## config.mk

```make
export PLATFORM = sky130hd
export DESIGN_NAME = vmeta_ctrl_unit
export DESIGN_NICKNAME = d
export VERILOG_FILES = /design/src/rtl/vlsu_pkg.sv /design/src/rtl/vmeta_seg_calc.sv /design/src/rtl/vmeta_ctrl_unit.sv
export SDC_FILE = /design/constraint.sdc
export NUM_CORES = 1
export LEC_CHECK = 0
export CAP_MARGIN = 20
export CELL_PAD_IN_SITES_DETAIL_PLACEMENT = 1
export CELL_PAD_IN_SITES_GLOBAL_PLACEMENT = 1
export CORE_MARGIN = 2
export CORE_UTILIZATION = 40
export DETAILED_ROUTE_END_ITERATION = 10
export PLACE_DENSITY = 0.81
export SETUP_SLACK_MARGIN = 0.5
export SYNTH_ARGS = -nofsm -noshare
export SYNTH_HDL_FRONTEND = slang
export SYNTH_SLANG_ARGS = --single-unit
```

## constraint.sdc

```tcl
create_clock -name clk_i -period 4.3 [get_ports clk_i]
set_input_delay 0.86 -clock clk_i [delete_from_list [all_inputs] [get_ports clk_i]]
set_output_delay 0.86 -clock clk_i [all_outputs]
set_load 0.005 [all_outputs]
```

## src/rtl/vlsu_pkg.sv

```systemverilog
`default_nettype none
// ============================================================================
// Module      : vlsu_pkg
// Description : Shared VLSU types and widths: request record, per-transaction
//               metadata records and 4 KiB page geometry in nibbles.
// Revision    : 1.0 - initial release
// ============================================================================
package vlsu_pkg;

    localparam int ELEN        = 64;
    localparam int PageNibbles = 8192;
    localparam int PageOffW    = 13;

    localparam int MetaAddrW = ELEN;
    localparam int MetaLenW  = 16;
    localparam int MetaCntW  = 8;
    localparam int MetaTxnW  = MetaLenW + 1 - PageOffW;
    localparam int MetaLtnW  = PageOffW + 1;
    localparam int ReqIdW    = 4;

    typedef struct packed {
        logic [ReqIdW-1:0]    reqId;
        logic                 isLoad;
        logic [MetaAddrW-1:0] baseAddr;
        logic [MetaLenW-1:0]  segNibbles;
        logic [MetaAddrW-1:0] segStride;
        logic [MetaAddrW-1:0] grpStride;
        logic [MetaCntW-1:0]  nSeg;
        logic [MetaCntW-1:0]  nGrp;
    } vmeta_req_t;

    typedef struct packed {
        logic [ReqIdW-1:0]   reqId;
        logic                isLoad;
        logic [MetaCntW-1:0] rmnSeg;
        logic [MetaCntW-1:0] rmnGrp;
    } meta_glb_t;

    typedef struct packed {
        logic [MetaAddrW-1:0] segBaseAddr;
        logic [MetaTxnW-1:0]  txnCnt;
        logic [MetaTxnW-1:0]  txnNum;
        logic [MetaLtnW-1:0]  ltN;
    } meta_seglv_t;

endpackage
`default_nettype wire

```

## src/rtl/vmeta_seg_calc.sv

```systemverilog
`default_nettype none
// ============================================================================
// Module      : vmeta_seg_calc
// Description : Combinational page split of one segment: page offset and
//               length give the extra-page count and the last-page end mark.
// Revision    : 1.0 - initial release
// ============================================================================
module vmeta_seg_calc
    import vlsu_pkg::*;
#(
    parameter int LenWidth = MetaLenW
) (
    input  logic [PageOffW-1:0]          page_off_i,
    input  logic [LenWidth-1:0]          seg_nibbles_i,
    output logic [LenWidth-PageOffW:0]   txn_num_o,
    output logic [PageOffW:0]            ltn_o
);

    // One extra bit holds offset + length without overflow.
    logic [LenWidth:0] w_end;

    assign w_end     = (LenWidth+1)'(page_off_i) + (LenWidth+1)'(seg_nibbles_i)
                     - (LenWidth+1)'(1);
    assign txn_num_o = w_end[LenWidth:PageOffW];
    assign ltn_o     = {1'b0, w_end[PageOffW-1:0]} + (PageOffW+1)'(1);

endmodule
`default_nettype wire

```

## src/rtl/vmeta_ctrl_unit.sv

```systemverilog
`default_nettype none
// ============================================================================
// Module      : vmeta_ctrl_unit
// Description : Walks a vector memory request as groups/segments/page
//               transactions, one metadata pair per transaction.
//               VMETA_FAST_SEG_EN: skip the CALC bubble between segments.
// Revision    : 1.0 - initial release
// ============================================================================
module vmeta_ctrl_unit
    import vlsu_pkg::*;
#(
    parameter int AddrWidth = ELEN,
    parameter int LenWidth  = MetaLenW,
    parameter int CntWidth  = MetaCntW
) (
    input  logic        clk_i,
    input  logic        rst_ni,
    input  logic        req_valid_i,
    output logic        req_ready_o,
    input  vmeta_req_t  req_i,
    output logic        meta_valid_o,
    input  logic        meta_ready_i,
    output meta_glb_t   meta_glb_o,
    output meta_seglv_t meta_seglv_o,
    output logic        busy_o
);

    localparam int TxnW = LenWidth + 1 - PageOffW;
    localparam int LtnW = PageOffW + 1;

    localparam logic [1:0] c_IDLE = 2'd0;
    localparam logic [1:0] c_CALC = 2'd1;
    localparam logic [1:0] c_EMIT = 2'd2;
`ifdef VMETA_FAST_SEG_EN
    localparam logic [1:0] c_SEG_ENTRY = c_EMIT;
`else
    localparam logic [1:0] c_SEG_ENTRY = c_CALC;
`endif

    logic [1:0]           r_state, w_state_nxt;
    logic [ReqIdW-1:0]    r_req_id;
    logic                 r_is_load;
    logic [LenWidth-1:0]  r_seg_nib;
    logic [AddrWidth-1:0] r_seg_stride, r_grp_stride;
    logic [AddrWidth-1:0] r_seg_base, r_grp_base;
    logic [CntWidth-1:0]  r_n_seg, r_rmn_seg, r_rmn_grp;
    logic [TxnW-1:0]      r_txn_cnt, r_txn_num;
    logic [LtnW-1:0]      r_ltn;

    logic                 w_accept, w_hs, w_more_txn, w_more_seg, w_load_calc;
    logic [AddrWidth-1:0] w_seg_next, w_grp_next;
    logic [PageOffW-1:0]  w_calc_off;
    logic [LenWidth-1:0]  w_calc_nib;
    logic [TxnW-1:0]      w_txn_num;
    logic [LtnW-1:0]      w_ltn;

    assign w_accept   = (r_state == c_IDLE) && req_valid_i;
    assign w_hs       = (r_state == c_EMIT) && meta_ready_i;
    assign w_more_txn = r_txn_cnt < r_txn_num;
    assign w_more_seg = (r_rmn_seg != '0) || (r_rmn_grp != '0);
    assign w_seg_next = r_seg_base + r_seg_stride;
    assign w_grp_next = r_grp_base + r_grp_stride;

`ifdef VMETA_FAST_SEG_EN
    // Split the segment that becomes current at this edge.
    assign w_calc_off  = w_accept           ? req_i.baseAddr[PageOffW-1:0] :
                         (r_rmn_seg != '0)  ? w_seg_next[PageOffW-1:0]     :
                                              w_grp_next[PageOffW-1:0];
    assign w_calc_nib  = w_accept ? req_i.segNibbles : r_seg_nib;
    assign w_load_calc = w_accept || (w_hs && !w_more_txn && w_more_seg);
`else
    assign w_calc_off  = r_seg_base[PageOffW-1:0];
    assign w_calc_nib  = r_seg_nib;
    assign w_load_calc = (r_state == c_CALC);
`endif

    vmeta_seg_calc #(
        .LenWidth (LenWidth)
    ) u_seg_calc (
        .page_off_i    (w_calc_off),
        .seg_nibbles_i (w_calc_nib),
        .txn_num_o     (w_txn_num),
        .ltn_o         (w_ltn)
    );

    always_ff @(posedge clk_i) begin
        if (!rst_ni) begin
            r_state <= c_IDLE;
        end else begin
            r_state <= w_state_nxt;
        end
    end

    always_comb begin
        w_state_nxt = r_state;
        case (r_state)
            c_IDLE: if (req_valid_i) w_state_nxt = c_SEG_ENTRY;
            c_CALC: w_state_nxt = c_EMIT;
            c_EMIT: if (meta_ready_i && !w_more_txn) w_state_nxt = w_more_seg ? c_SEG_ENTRY : c_IDLE;
            default: w_state_nxt = c_IDLE;
        endcase
    end

    always_comb begin
        req_ready_o  = (r_state == c_IDLE);
        busy_o       = (r_state != c_IDLE);
        meta_valid_o = (r_state == c_EMIT);
    end

    always_ff @(posedge clk_i) begin
        if (!rst_ni) begin
            r_req_id     <= '0;
            r_is_load    <= 1'b0;
            r_seg_nib    <= '0;
            r_seg_stride <= '0;
            r_grp_stride <= '0;
            r_seg_base   <= '0;
            r_grp_base   <= '0;
            r_n_seg      <= '0;
            r_rmn_seg    <= '0;
            r_rmn_grp    <= '0;
            r_txn_cnt    <= '0;
            r_txn_num    <= '0;
            r_ltn        <= '0;
        end else begin
            if (w_accept) begin
                r_req_id     <= req_i.reqId;
                r_is_load    <= req_i.isLoad;
                r_seg_nib    <= req_i.segNibbles;
                r_seg_stride <= req_i.segStride;
                r_grp_stride <= req_i.grpStride;
                r_n_seg      <= req_i.nSeg;
                r_seg_base   <= req_i.baseAddr;
                r_grp_base   <= req_i.baseAddr;
                r_rmn_seg    <= req_i.nSeg;
                r_rmn_grp    <= req_i.nGrp;
            end
            if (w_hs) begin
                if (w_more_txn) begin
                    r_txn_cnt <= r_txn_cnt + TxnW'(1);
                end else if (r_rmn_seg != '0) begin
                    r_rmn_seg  <= r_rmn_seg - CntWidth'(1);
                    r_seg_base <= w_seg_next;
                end else if (r_rmn_grp != '0) begin
                    // New group restarts its segment walk at the new group base.
                    r_rmn_grp  <= r_rmn_grp - CntWidth'(1);
                    r_rmn_seg  <= r_n_seg;
                    r_grp_base <= w_grp_next;
                    r_seg_base <= w_grp_next;
                end
            end
            if (w_load_calc) begin
                r_txn_num <= w_txn_num;
                r_ltn     <= w_ltn;
                r_txn_cnt <= '0;
            end
        end
    end

    assign meta_glb_o.reqId          = r_req_id;
    assign meta_glb_o.isLoad         = r_is_load;
    assign meta_glb_o.rmnSeg         = r_rmn_seg;
    assign meta_glb_o.rmnGrp         = r_rmn_grp;
    assign meta_seglv_o.segBaseAddr  = r_seg_base;
    assign meta_seglv_o.txnCnt       = r_txn_cnt;
    assign meta_seglv_o.txnNum       = r_txn_num;
    assign meta_seglv_o.ltN          = r_ltn;

`ifndef SYNTHESIS
    a_seg_nibbles_nonzero: assert property (@(posedge clk_i) disable iff (!rst_ni)
        w_accept |-> (req_i.segNibbles != '0));
`endif

endmodule
`default_nettype wire

```

After elaboration in Yosys (flattened, before gate mapping)
Cells that the tools add are included.
- output and inout bits: 110
- input port bits: 233
- word-level logic and storage cells: 64
- bits in registers: 325
- muxes and demuxes: 24
- add/sub/neg operators: 8
- bitwise operators: 1
- reduce and logical (&&, ||, !) cells: 12
- equal/unequal tests: 4
- $lt $le $gt $ge: 1
- operators by type and width (kind ; count):
    $mux 64 ; 10
    $add 64x64->64 ; 2
    $mux 8 ; 10
    $add 13x16->17 ; 1
    $sub 17x1->17 const B ; 1
    $reduce_bool 8->1 ; 2
    $sub 8x1->8 const B ; 2
    $add 13x1->14 const B ; 1
    $pmux 2 s3 ; 1
    $add 4x1->4 const B ; 1
    $lt 4x4->1 ; 1
    $mux 2 ; 2
    $reduce_and 2->1 ; 2
    $logic_and 1x1->1 ; 3
    $eq 2x1->1 const B ; 1
    $eq 2x2->1 const B ; 1
    $logic_not 2->1 ; 1
    $ne 2x1->1 const B ; 1
    $ne 2x2->1 const B ; 1
    $reduce_bool 2->1 ; 1
    $reduce_or 2->1 ; 1
    $logic_not 1->1 ; 1
    $logic_or 1x1->1 ; 1
    $mux 1 ; 1
    $not 1->1 ; 1

Logic depth before layout (Yosys ltp)
Gate-level depths: netlist of the first run.
- depth after elaboration: 7
- mapped depth: 16

By module
Synthesis of the first run repeated with hierarchy kept, for this count alone.
- cell total of the unflattened synthesis: 3009
- area, all modules: 22449.0 um2
- modules (own cells, without submodules) (module ; area each (um2) ; cells an instance ; seq. area each (um2) ; instances):
    vmeta_ctrl_unit ; 21156.5 ; 2830 ; 6506.2 ; 1
    vmeta_seg_calc ; 1292.5 ; 179 ; 0.0 ; 1

Worst setup path after synthesis of the first run
OpenSTA, ideal clock, no wires.
- kind: register to register
- from: register r_seg_base[1]
- to: register r_ltn[9]
- data required time: 4.209 ns
- library setup time: 0.091 ns
- data arrival time: 3.205 ns
- setup slack: 1.004 ns
- stages on the path, launching flop included: 16
- path buffers: 0
- cell sequence: dfxtp_1 inv_1 ha_1 inv_1 ha_1 inv_1 fa_1 nor2b_1 o21ai_0 nand3_1 nand2b_1 a2111oi_2 nor3b_1 nand2_1 or3_1 a311oi_1
- cells in the longest elaborated chain, start to end: 3
- RTL lines (element ; line ; RTL):
    start, declared ; vmeta_ctrl_unit.sv:45 ; logic [AddrWidth-1:0] r_seg_base, r_grp_base;
    start signal, assigned ; vmeta_ctrl_unit.sv:133 ; r_seg_base <= req_i.baseAddr;
    start signal, assigned ; vmeta_ctrl_unit.sv:143 ; r_seg_base <= w_seg_next;
    start signal, assigned ; vmeta_ctrl_unit.sv:149 ; r_seg_base <= w_grp_next;
    $add 13x16->17 ; vmeta_seg_calc.sv:22 ; assign w_end = (LenWidth+1)'(page_off_i) + (LenWidth+1)'(seg_nibbles_i)
    $sub 17x1->17 ; vmeta_seg_calc.sv:23 ; - (LenWidth+1)'(1);
    $add 13x1->14 ; vmeta_seg_calc.sv:25 ; assign ltn_o = {1'b0, w_end[PageOffW-1:0]} + (PageOffW+1)'(1);
    end signal, assigned ; vmeta_ctrl_unit.sv:154 ; r_ltn <= w_ltn;
    end, declared ; vmeta_ctrl_unit.sv:48 ; logic [LtnW-1:0] r_ltn;
Every way passes these cells.
A chain may end at the register's enable or synchronous reset.

Worst setup path after layout of the first run
- from: register r_seg_base[0]
- to: register r_seg_base[62]
- cells in the longest elaborated chain, start to end: 4
- RTL lines (element ; line ; RTL):
    $add 64x64->64 ; vmeta_ctrl_unit.sv:61 ; assign w_seg_next = r_seg_base + r_seg_stride;
    $mux 64 ; vmeta_ctrl_unit.sv:141 ; end else if (r_rmn_seg != '0) begin
    $mux 64 ; vmeta_ctrl_unit.sv:139 ; if (w_more_txn) begin
    $mux 64 ; vmeta_ctrl_unit.sv:138 ; if (w_hs) begin
Every way passes these cells.

==> impl_metrics.toml, run 1 <==
[synth]
synth_flop_cell = "dfxtp_1"
ys_types = 98
synth_warnings = 0
synth-seq-cells = 325
async_flop_share = 0
yosys.area.top_type = "dfxtp_1"
syn_area_um2 = 21900
synth.area.top_cells = "dfxtp_1 (30%), nand2_1 (11%), a21oi_1 (10%), ha_1 (9.2%), nor2_1 (4.0%)"
synth_area_per_cell_um2 = 7.24
synth_nets = 3425
synth_edf_count = 0
yosysSeqAreaShare = 0.297
syn_inst = 3028
synth_top_area_share = 0.297

[placement]
hpwl_um = 75600
dpl_cell_area_um2 = 26000
dpl_worst_slack_ns = 0.570
gp_congestion = 0.981
port_buffers = 342

[timing]
timing.setup.tns_ns = 0
fin_skew_ns = 0.0190
clock.fmax_ghz = 0.276
post-route-min-period_ns = 3.62
maxSlewHeadroom = 0.398
worst_pin_slew_ns = 0.903
setup_viol = 0
hold_violations = 0
finalMaxSlewViolations = 0
period_share = 0.842
setup_slack_ns = 0.679
rsz0062_at_grt = "yes"

[power_and_ir_drop]
power_w = 0.0112
power_density_nw_per_um2 = 408
p_leak_nw = 11.1
ir_drop_mv = 0.370

[finish]
nFillCells = 6714
layout_commonest_cell = "nand2_1"
nNetsFinal = 3679
design_area_um2 = 27500
antenna_cells = 0
drive_gt1_frac = 0.0537
final_cell_mix = "nand2_1 (651), a21oi_1 (443), clkdlybuf4s50_1 (341)"
area_growth_pct = 25.4

[floorplanning]
io_pins = 343
placementRows = 85
start_util = 0.406
die_h_um = 238
dieArea_um2 = 56700
core_region_area_um2 = 54000
die_x_um = 238

[drt]
routed-via-count = 23700
wl_per_cell_um = 24.3
firstDrtPassIters = 5
ant_nets = 0
drc_errors = 0
drt_iter0_drc = 1270
drt-total-wl_um = 97400
viasPerCell = 5.91

[critical_path]
cp-start-kind = "flop"
cp.arrival_ns = 4.09
crit_type = "reg2reg"
path_max_fanout = 6
required_ns = 4.77
crit_path_end_kind = "flop"
ff2ff_path_depth = 13

[clock_tree]
cts_setup_buffers = 0
htree_num_levels = 2
clockBufferDepth = 3
numCtsBuffers = 41
cts_tree = "built"
cts.repair.resized = 0
holdBufCountCts = 0
cts.sinks = 325
clk_pin_slew_ns = 0.06
clk_latency_ns = 0.59
cts_root_buf = "clkbuf_16"

[worst_hold_path]
hp-class = "reg2reg"
hold_depth = 2

[grt]
grt.met3_usage = 0.0506
grt_usage = 0.335
grt-busiest-layer = "met2"
grt_antenna_before_repair = 0
grt_util_met1 = 0.388
grt_pass1_wl_um = 146000
grt_max_degree = 155
grt_util_met2 = 0.596
grt_pass1_vias = 24600
grt-ovfl-total = 0

[status]
status = "finished, final reports clean"

[flow_run]
cap_violations = 0
## registers in the layout, indices dropped and copies added (netlist names), 2 cells and up
register / count
r_req_id: 4
r_grp_base: 64
r_rmn_seg: 8
r_seg_nib: 16
r_n_seg: 8
r_rmn_grp: 8
r_txn_cnt: 4
r_ltn: 14
r_grp_stride: 64
r_seg_base: 64
r_seg_stride: 64
r_state: 2
r_txn_num: 4
## where the power goes
group	switching (W)	internal (W)	total, W
Clock	0.00152	0.00233	0.00385
Sequential	0.000295	0.00332	0.00361
Combinational	0.00229	0.00147	0.00377
Total	0.00411	0.00712	0.0112
## final timing paths
| kind | to | slack (ns) | start |
|---|---|---|---|
| worst max-delay path | r_seg_base[62] | 0.68 | r_seg_base[0] |
| worst min-delay path | r_req_id[0] | 0.46 | r_req_id[0] |
| worst max register to register | r_seg_base[62] | 0.68 | r_seg_base[0] |
| worst min register to register | r_req_id[0] | 0.46 | r_req_id[0] |
## per-stage QoR
step	hold slack (ns)	cells	utilization
3_5_place_dp	0.451	3934	0.480
4_1_cts	0.460	4009	0.508
3_3_place_gp	0.442	3934	0.480
5_1_grt	0.477	4010	0.509
6_report	0.457	4010	0.509
2_1_floorplan	0.436	3028	-
## worst max-delay path, stage by stage, from the launching register on
cell and delay [ns]:
dfxtp_1 0.37, ha_1 0.24, fa_1 0.27, a21oi_1 0.11
o221a_2 0.30, o21bai_2 0.17, nand4_1 0.32, a31oi_4 0.41
a31oi_1 0.12, buf_4 0.17, a311oi_1 0.41, mux2i_1 0.25
o21ai_0 0.16, o21a_1 0.20
## area by class of cell
type	count	area, um2	share of cell area
Sequential cell	325	6510	0.236
Timing Repair Buffer	389	3870	0.141
Clock buffer	51	1160	0.0420
Clock inverter	24	320	0.0116
Multi-Input combinational cell	2412	14400	0.522
Inverter	113	432	0.0157
Tap cell	696	871	0.0316
## metal layers
layer / part of all wire / wire, um
met1: 0.40 / 39100
met2: 0.49 / 47600
met3: 0.053 / 5160
met4: 0.057 / 5550
met5: 0 / 0
## cell usage after synthesis, types with 26 or more instances
library cell / n
nand2_1: 653
a21oi_1: 445
dfxtp_1: 325
nor2_1: 232
ha_1: 161
clkbuf_1: 140
inv_1: 113
o21ai_0: 108
xnor2_1: 73
xor2_1: 58
a211oi_1: 56
nor3_1: 56
a21o_1: 55
nand3_1: 42
nand4_1: 38
a31oi_1: 29
a311oi_1: 26
## logic make-up after synthesis
family          Yosys count  synth area share
compound gates          945             0.270
xor+xnor                131            0.0523
fa+ha+maj               164            0.0946
buf+inv                 291            0.0530
flops                   325             0.297
mux                       9           0.00416
simple gates           1163             0.230
(Power assumes the default switching activity.)
==> run 2, diff against run 1 <==
==> constraint.sdc (replaced) <==
create_clock -name clk_i -period 3.6 [get_ports clk_i]
set_input_delay 0.72 -clock clk_i [delete_from_list [all_inputs] [get_ports clk_i]]
set_output_delay 0.72 -clock clk_i [all_outputs]
set_load 0.005 [all_outputs]
==> run 2 against run 1 <==
  * Critical path depth is 1 higher
  * Largest cell class unchanged
  * Sequential power up 20%
  * Utilization grew 5.0 points
  * Combinational power increased by 48%
  * Critical path type unchanged
  * Register-to-register slack worse by 0.35 ns
  * Count of clock-buffer cells in the layout rose by 11
  * Die area unchanged
==> impl_metrics.toml, run 2 (synthesis results as in run 1) <==
[grt]
grt_antenna_before_repair = 2
grt_max_degree = 83
grt-ovfl-total = 0
grt_pass1_wl_um = 154000
grt_pass1_vias = 26000
grt_usage = 0.354

[timing]
worst_pin_slew_ns = 0.971
fin_skew_ns = 0.0249
post-route-min-period_ns = 3.27
clock.fmax_ghz = 0.306
period_share = 0.909
maxSlewHeadroom = 0.352
rsz0062_at_grt = "yes"
timing.setup.tns_ns = 0
setup_viol = 0
finalMaxSlewViolations = 0
hold_violations = 0

[floorplanning]
io_pins = 343
start_util = 0.406
placementRows = 85
core_region_area_um2 = 54000
die_x_um = 238
dieArea_um2 = 56700
die_h_um = 238

[critical_path]
slowest_delay_ns = 0.37
crit_path_end_kind = "flop"
cp_cell_sequence = "ha_4 -> buf_6 -> a21o_1 -> a221o_1 -> a41oi_4 -> buf_4 -> a21oi_4 -> o2111ai_4 -> a21oi_4 -> a31oi_4 -> buf_4 -> xor2_2 -> nand2_2 -> and3_1"
crit_slowest_cell = "a221o_1"
crit_type = "reg2reg"
path_max_fanout = 6
path_delay_family = "compound AO/OA/AOI/OAI gates"
required_ns = 4.06
cp.arrival_ns = 3.74
cp_num_buf_inv = 3
cp-start-kind = "flop"

[drt]
firstDrtPassIters = 8
routed-via-count = 24900
ant_nets = 0
wl_per_cell_um = 25.5
routed.top_layer = "met5"
met1Wirelength_um = 41500
wl_met2_um = 52500
drc_errors = 0
viasPerCell = 5.99
drt_iter0_drc = 1690
wl_met3_um = 5900
drt-total-wl_um = 106000

[power_and_ir_drop]
power_w = 0.0142
p_leak_nw = 12.2
power_density_nw_per_um2 = 471
ir_drop_mv = 0.374

[clock_tree]
htree_num_levels = 2
holdBufCountCts = 0
numCtsBuffers = 41
clockBufferDepth = 3
cts_tree = "built"
clk_pin_slew_ns = 0.06
cts.sinks = 325
clk_latency_ns = 0.59
cts_root_buf = "clkbuf_16"

[finish]
final_cell_mix = "nand2_1 (642), a21oi_1 (420), clkdlybuf4s50_1 (341)"
area_growth_pct = 37.7
drive_gt1_frac = 0.162
layout_commonest_cell = "nand2_1"
nNetsFinal = 3831
post-route-util = 0.559

[worst_hold_path]
hp-class = "reg2reg"

[placement]
port_buffers = 342
gp_congestion = 0.962
hpwl_um = 79400

[flow_run]
cap_violations = 0

[status]
status = "finished, final reports clean"
[run 2: cell types whose count changed in the layout (fill, tap and decap cells not counted), moves of 13 or more]
cell | previous run | this run
buf_4 | 39 | 170
ha_1 | 161 | 117
dfxtp_1 | 324 | 294
dfxtp_2 | 1 | 29
a21oi_1 | 443 | 420
ha_4 | 0 | 23
ha_2 | 0 | 21
a21oi_2 | 6 | 23
o21ai_0 | 108 | 94
nor2_1 | 229 | 216
[run 2: final timing paths]
check,start,endpoint,slack (ns),cells after the start
max,r_grp_stride[13],r_grp_base[53],0.33,14
min,r_n_seg[7],r_n_seg[7],0.46,2
max reg2reg,r_grp_stride[13],r_grp_base[53],0.33,14
min reg2reg,r_n_seg[7],r_n_seg[7],0.46,2
[run 2: layout make-up]
class / instances / area [um2]
clock inverter: 11 / 119
timing repair buffer: 540 / 5140
inverter: 113 / 434
sequential: 325 / 6550
clock buffer: 62 / 1260
antenna: 1 / 2.50
fill: 6499 / 23800
multi-input combinational: 2413 / 15800
tap: 696 / 871
[run 2: per-stage QoR]
step	cell area (um2)	std cells	setup WS, ns	hold WS [ns]
after detailed placement	26600	4014	0.0201	0.447
after global routing	30200	4161	0.189	0.472
after global placement	26600	4013	0.141	0.442
final	30200	4161	0.327	0.458
after floorplan	22000	3028	0.544	0.436
after CTS	28900	4125	0.454	0.455
[run 2: layer usage]
metal | vias up | GRT usage
li1 | 11500 | -
met1 | 12300 | 0.407
met2 | 860 | 0.630
met3 | 306 | 0.0551
met4 | 2 | 0.186
met5 | - | 0
[run 2: tightest hold or removal path, cell delays in order (launching register included)]
cell	delay, ns
dfxtp_1	0.31
nand2_1	0.05
a21oi_1	0.05
[run 2: power breakdown]
group          internal (W)  switching [W]
Clock               0.00255        0.00175
Combinational       0.00232        0.00326
Sequential          0.00397       0.000381
Total               0.00884        0.00539
[run 2: repair_timing]
item                                    in CTS  in global routing
pin swaps                                   53                 89
gates cloned                                 1                  0
gates resized for setup                    137                202
buffers inserted                            37                 34
endpoints found under the setup margin      79                114
